--- src/rtl/expedidor_duzias.sv ---
// expedidor_duzias: unpacks a request of N dozens into N*DUZIA unit pulses on incrementar
//   clk                 system clock, rising edge
//   reset               asynchronous active-low reset
//   iniciar             start request, rising-edge detected
//   duzias_in           dozens to send, sampled on the accepted start edge
//   cancelar            level, aborts after the current pulse completes
//   incrementar         unit pulse train (high HIGH_CYCLES, low LOW_CYCLES)
//   ocupado             transfer in progress (ALTO, BAIXO, FIM)
//   concluido           one-cycle pulse at the end of a transfer
//   erro                one-cycle pulse on a rejected request
//   duzias_restantes    dozens not yet fully sent, including the current one
//   unidades_restantes  units left in the current dozen
module expedidor_duzias #(
    parameter logic [6:0] MAX_DUZIAS  = 7'd10,
    parameter logic [3:0] DUZIA       = 4'd12,
    parameter logic [7:0] HIGH_CYCLES = 8'd1,
    parameter logic [7:0] LOW_CYCLES  = 8'd1
) (
    input  logic       clk,
    input  logic       reset,
    input  logic       iniciar,
    input  logic [6:0] duzias_in,
    input  logic       cancelar,
    output logic       incrementar,
    output logic       ocupado,
    output logic       concluido,
    output logic       erro,
    output logic [6:0] duzias_restantes,
    output logic [3:0] unidades_restantes
);
    typedef enum logic [1:0] {OCIOSO, ALTO, BAIXO, FIM} estado_t;
    estado_t estado, proximo;
    logic [7:0] fase;
    logic iniciar_prev, cancel_pend, inicio, valido, ultimo, ativo;

    assign inicio = iniciar & ~iniciar_prev;
    assign valido = duzias_in != 7'd0 && duzias_in <= MAX_DUZIAS;
    assign ativo = estado == ALTO || estado == BAIXO;
    assign incrementar = estado == ALTO;
    assign ocupado = estado != OCIOSO;
    assign concluido = estado == FIM;

    always_comb begin
        proximo = estado;
        ultimo = 1'b0;
        case (estado)
            OCIOSO: proximo = inicio && valido ? ALTO : OCIOSO;
            ALTO: begin
                ultimo = fase == HIGH_CYCLES - 8'd1;
                proximo = ultimo ? BAIXO : ALTO;
            end
            BAIXO: begin
                ultimo = fase == LOW_CYCLES - 8'd1;
                proximo = !ultimo ? BAIXO : (duzias_restantes == 7'd0 || cancel_pend) ? FIM : ALTO;
            end
            default: proximo = OCIOSO;
        endcase
    end

    // iniciar_prev resets high so a start held through reset release is not an edge
    always_ff @(posedge clk or negedge reset) begin
        if (!reset) begin
            estado <= OCIOSO;
            fase <= 8'd0;
            iniciar_prev <= 1'b1;
            cancel_pend <= 1'b0;
            erro <= 1'b0;
            duzias_restantes <= 7'd0;
            unidades_restantes <= 4'd0;
        end else begin
            estado <= proximo;
            iniciar_prev <= iniciar;
            erro <= estado == OCIOSO && inicio && !valido;
            fase <= ativo && !ultimo ? fase + 8'd1 : 8'd0;
            if (ativo && cancelar)
                cancel_pend <= 1'b1;
            if (estado == OCIOSO && inicio && valido) begin
                duzias_restantes <= duzias_in;
                unidades_restantes <= DUZIA;
                cancel_pend <= 1'b0;
            end else if (estado == ALTO && ultimo) begin
                // the unit is committed at the end of its high phase
                if (unidades_restantes == 4'd1) begin
                    duzias_restantes <= duzias_restantes - 7'd1;
                    unidades_restantes <= duzias_restantes != 7'd1 ? DUZIA : 4'd0;
                end else begin
                    unidades_restantes <= unidades_restantes - 4'd1;
                end
            end
        end
    end
endmodule

--- config.mk ---
export PLATFORM = sky130hd
export DESIGN_NAME = expedidor_duzias
export DESIGN_NICKNAME = d
export VERILOG_FILES = /design/src/rtl/expedidor_duzias.sv
export SDC_FILE = /design/constraint.sdc
export NUM_CORES = 1
export LEC_CHECK = 0
export CAP_MARGIN = 10
export CORE_MARGIN = 2
export CORE_UTILIZATION = 46
export DETAILED_ROUTE_END_ITERATION = 10
export PLACE_DENSITY = 0.85
export SLEW_MARGIN = 20
export SYNTH_ARGS = -nofsm -noshare
export SYNTH_HDL_FRONTEND = slang
export SYNTH_SLANG_ARGS = --single-unit
--- constraint.sdc ---
create_clock -name clk -period 1.9 [get_ports clk]
set_input_delay 0.19 -clock clk [delete_from_list [all_inputs] [get_ports clk]]
set_output_delay 0.19 -clock clk [all_outputs]
set_load 0.05 [all_outputs]
### After elaboration in Yosys (flattened, before gate mapping)

Index checks and enable logic that the tools add are counted.

* bitwise operators: 2
* $lt $le $gt $ge: 1
* reduce and logical (&&, ||, !) cells: 22
* shift operators: 0
* add/subtract/negate cells: 3
* multiplexer cells: 16
* $mul: 0
* div/mod/pow operators: 0
* equal/unequal tests: 5

Operator list (count)
* 2-to-1 mux 7 bit: 3
* 2-to-1 mux 4 bit: 4
* adder 8 x 1 -> 8 bit (second input constant): 1
* logical AND 1 bit: 8
* logical NOT 8 bit: 1
* 2-to-1 mux 8 bit: 1
* nonzero test 2 bit: 4
* less-or-equal comparator 7 x 4 -> 1 bit (second input constant): 1
* logical NOT 7 bit: 1
* != test 7 x 1 -> 1 bit (second input constant): 1
* nonzero test 7 bit: 1
* subtractor 7 x 1 -> 7 bit (second input constant): 1
* 2-to-1 mux 2 bit: 3
* one-hot mux 2 bit (3 select lines): 1
* equality test 2 bit (second input constant): 2
* equality test 4 x 1 -> 1 bit (second input constant): 1
* 2-to-1 mux 1 bit: 4
* subtractor 4 x 1 -> 4 bit (second input constant): 1
* equality test 2 x 1 -> 1 bit (second input constant): 1
* logical NOT 1 bit: 2
* logical NOT 2 bit: 1
* logical OR 1 bit: 2
* AND reduction 2 bit: 1
* OR reduction 2 bit: 1
* other kinds (2): 2

* memories kept: 0
* ROM bits: 0
* bits in writable memories: 0
* bits of input ports: 11
* latch bits: 0
* flip-flop bits (word level): 24

### Longest topological paths before layout

* depth after elaboration: 6
* depth in mapped cells: 7
* gate-level depth less buffers: 6

### Worst setup path after synthesis

OpenSTA, ideal clock, no wires.

* kind: reg2reg
* start: register duzias_restantes[0]
* end: register duzias_restantes[6]
* arrival: 1.993 ns
* stages on the path, launching flop included: 6
* library setup time: 0.077 ns
* data required time: 1.823 ns
* slack: -0.170 ns
* cells stage by stage: dfrtp_1 > inv_1 > ha_1 > or3b_2 > or4_1 > a21oi_1

* word-level cells in the longest chain between the ends: 4

Ends and longest elaborated chain
* from (decl): RTL line 28 `output logic [6:0] duzias_restantes,`
* from (signal assigned): RTL line 78 `duzias_restantes <= duzias_in;`
* from (signal assigned): RTL line 84 `duzias_restantes <= duzias_restantes - 7'd1;`
* subtractor 7 x 1 -> 7 bit: RTL line 84
* 2-to-1 mux 7 bit: RTL line 83 `if (unidades_restantes == 4'd1) begin`
* 2-to-1 mux 7 bit: RTL line 81 `end else if (estado == ALTO && ultimo) begin`
* 2-to-1 mux 7 bit: RTL line 77 `if (estado == OCIOSO && inicio && valido) begin`

No other way between the ends. The select of a mux whose other input is x is not followed.
A chain may end at the register's enable or synchronous reset.

### Final worst setup path

* start: register fase[0]
* end: register duzias_restantes[5]

* word-level cells in the longest chain between the ends: 5

Ends and longest elaborated chain
* from (decl): RTL line 33 `logic [7:0] fase;`
* from (signal assigned): RTL line 74 `fase <= ativo && !ultimo ? fase + 8'd1 : 8'd0;`
* logical NOT 8 bit: RTL line 49, 53
* 2-to-1 mux 1 bit
* logical AND 1 bit: RTL line 81
* nonzero test 2 bit (no line)
* AND reduction 2 bit (no line)

No other way between the ends.

==> results.json <==
{
  "max_slew.worst_pin.slew_ns": 0.527,
  "drt_wl_total_mm": 3.48,
  "cell_area_synth_um2": 1350,
  "number_of_distinct_standard_cells_referenced_by_the_synthesized_netlist": 39,
  "layout.cells.most_common_list": "28 x buf_4, 22 x clkdlybuf4s50_1, 19 x dfrtp_1",
  "reg2regPathDepth": 6,
  "setup.reg_to_reg.worst_slack_ns": -0.06,
  "synthFlopType": "dfrtp_1",
  "drt-vias-per-instance": 5.63,
  "worstPathCellList": "inv_1 -> ha_1 -> nor4b_4 -> nand4_1 -> or4_1 -> a21oi_1",
  "antenna_found_initial": 0,
  "grt_pass1_vias": 1251,
  "chipWidth_um": 58.1,
  "synth_enable_flop_cells": 0,
  "post_synth.cell_area_avg_um2": 9.98,
  "timing.final.crit_share_pct": 103,
  "core_area_um2": 2780,
  "drcViolationCount": 0,
  "crit_arrival_ns": 2.22,
  "cts_buffers": 3,
  "max_capacitance_violation_count": 0,
  "io-pin-count": 26,
  "netlist.area_leader.share_pct": 42.7,
  "clock_insertion_delay_worst_skew_ns": 0.33,
  "r2r_path_start": "fase[0]",
  "finalClockSkew_ns": 0.00628,
  "final_total_pwr_mw": 2.86,
  "worst_setup_hold_path_clk_slew_ns": 0.14,
  "cts_num_sinks": 24,
  "detail_route.first_pass.iterations": 4,
  "dr_wl_met2_mm": 1.84,
  "critical_path_required_ns": 2.16,
  "setup_viol": 2,
  "tritoncts": "yes",
  "post_layout_nonfiller_instances": 219,
  "met1Wirelength_mm": 1.38,
  "dpl_worst_slack_ns": -0.0410,
  "crit_path_end_kind": "register",
  "globalRouteTotalUtil_pct": 21.0,
  "synth.yosys.seq_area_share_pct": 44.7,
  "synthArstFlopShare_pct": 100,
  "cp_slowest_cell": "or4_1",
  "fin_crit_ns": 1.96,
  "final.fill_count": 186,
  "achievable-frequency_mhz": 511,
  "regArea_um2": 607,
  "mostFrequentLayoutCell": "buf_4",
  "hold_viol": 0,
  "cpPeakStageDelay_ns": 0.58,
  "grt_pass1_wl_mm": 5.42,
  "worstSetupPathType": "reg2reg",
  "power_density_nw_per_um2": 1490,
  "leakage_power_summed_over_all_cells_nw": 0.848,
  "unrepaired_setup_endpoints_after_global_routing": "yes",
  "cpLargestDelayFamily": "simple AND/OR/NAND/NOR gates",
  "placementRows": 19,
  "r2r-end": "duzias_restantes[5]",
  "drive_above_1_share_pct": 31.4,
  "ys.warnings.count": 0,
  "ctsHtreeMaxLevel": 1,
  "crit_buf_inv": 1,
  "diodes": 0,
  "vdd.ir_drop.worst_mv": 1.17,
  "finalMaxSlewViolations": 0,
  "fin_area_um2": 1930,
  "grt_start_max_net_pins": 25,
  "post-dp-hpwl_mm": 2.40,
  "route.met3.wl_um": 118,
  "place_area_um2": 1750,
  "slew-limit-headroom_pct": 64.7,
  "hp-class": "in2async",
  "route.top_layer_used": "met4",
  "route.vias.total": 1233,
  "synth.ff_latch_count": 24,
  "area.growth.synth_to_final_pct": 43.0,
  "drt_first_iter_violations": 33,
  "worst_slack_ns": -0.0557,
  "finalSetupTns_ns": -0.110,
  "start_util_pct": 48.4,
  "cts_root_buf": "clkbuf_4",
  "status": "finished, violations left",
  "post_drt_wl_per_cell_um": 15.9,
  "cell_taking_the_most_area_after_synthesis": "dfrtp_1",
  "area_enclosed_by_the_die_boundary_um2": 3380,
  "synth_area_leaders": "dfrtp_1 43%, ha_1 9.3%, a21oi_1 3.3%",
  "worstPathMaxFanout": 5,
  "gp_routability_congestion": 0.769,
  "final_net_count": 210,
  "floorplan.die.height_um": 58.1,
  "postSynthNetCount": 156,
  "cp-start-kind": "register",
  "numPortBuffers": 25,
  "route.antenna.remaining_nets": 0,
  "clock_tree.buffer_depth": 2,
  "grt-ovfl-total": 0,
  "cts.hold.buffers_added": 0,
  "dpl.cell_count": 206,
  "violations": "negative setup slack",
  "multi_input_comb_area_um2": 742,
  "synthCells": 135
}
worst reg2reg max path, cell delays in order (launching register included):
cell and delay [ns]:
dfrtp_1 0.41, inv_1 0.08, ha_1 0.14, nor4b_4 0.21, nand4_1 0.27, or4_1 0.58
a21oi_1 0.20
worst max path at each step:
stage	depth (start not counted)	slack, ns	startpoint	end
3_3_place_gp	6	0.06	duzias_in[5]	unidades_restantes[0]
4_1_cts	5	0.003	duzias_restantes[0]	duzias_restantes[6]
3_5_place_dp	7	-0.04	unidades_restantes[1]	duzias_restantes[3]
2_1_floorplan	5	-0.07	duzias_restantes[0]	duzias_restantes[6]
6_report	6	-0.06	fase[0]	duzias_restantes[5]
5_1_grt	7	-0.14	fase[0]	duzias_restantes[3]
logic make-up (layout without fill, tap and decap cells):
family                     count (synthesis)  in the layout  share of synthesized area (%)
buffers and inverters                     14             67                           4.09
muxes                                      3              3                           2.32
xor gates and xnor gates                   8              8                           5.20
DFF                                       24             24                           44.7
and+or+nand+nor                           51             51                           22.2
adders and majority gates                 10             10                           9.29
AOI/OAI and AO/OA                         25             25                           12.3
Yosys cell counts (all sizes together) (2+ instances only):
library cell  number
ha                10
a21oi              9
nor4b              2
or3                4
nand4              2
and3               4
mux2i              2
xor2               3
o21ai              4
or4                2
xnor2              5
and2               2
nor3               5
dfrtp             23
nor2b              3
o31ai              3
nand2              6
inv               12
or2                4
buf                2
nand3              3
nor2               9
per-layer routing:
metal / track usage [%] / vias to the layer above
met5: 0 / -
met4: 6.64 / 0
met3: 3.13 / 12
met2: 38.8 / 35
met1: 25.0 / 602
li1: - / 584
report_power, final:
part	total [mW]	leakage, nW	internal [mW]	switching (mW)
clock network	0.380	0.0279	0.214	0.166
registers	0.833	0.293	0.664	0.169
logic	1.65	0.527	0.665	0.986
stage by stage:
step | hold WS, ns | util [%]
3_5_place_dp | 0.502 | 63.1
3_3_place_gp | 0.500 | 63.1
4_1_cts | 0.217 | 66.5
6_report | 0.195 | 69.3
2_1_floorplan | -0.106 | -
5_1_grt | 0.218 | 69.3
registers in the layout (all words and copies together) (netlist names):
register            cells
erro                    1
cancel_pend             1
estado                  2
iniciar_prev            1
duzias_restantes        7
unidades_restantes      4
fase                    8
timing repair:
action,4_1_cts,5_1_grt
pin swaps,2,6
setup endpoints to repair,5,12
buffers inserted,5,4
resized for setup,1,16
cell type report:
type                            count  area share (%)
Timing Repair Buffer               51            22.9
Sequential cell                    24            31.5
Multi-Input combinational cell     97            38.5
Clock buffer                        3            1.17
Tap cell                           31            2.01
Inverter                           12            2.34
Clock inverter                      1            1.56
Power figures use the tool's default switching activity.
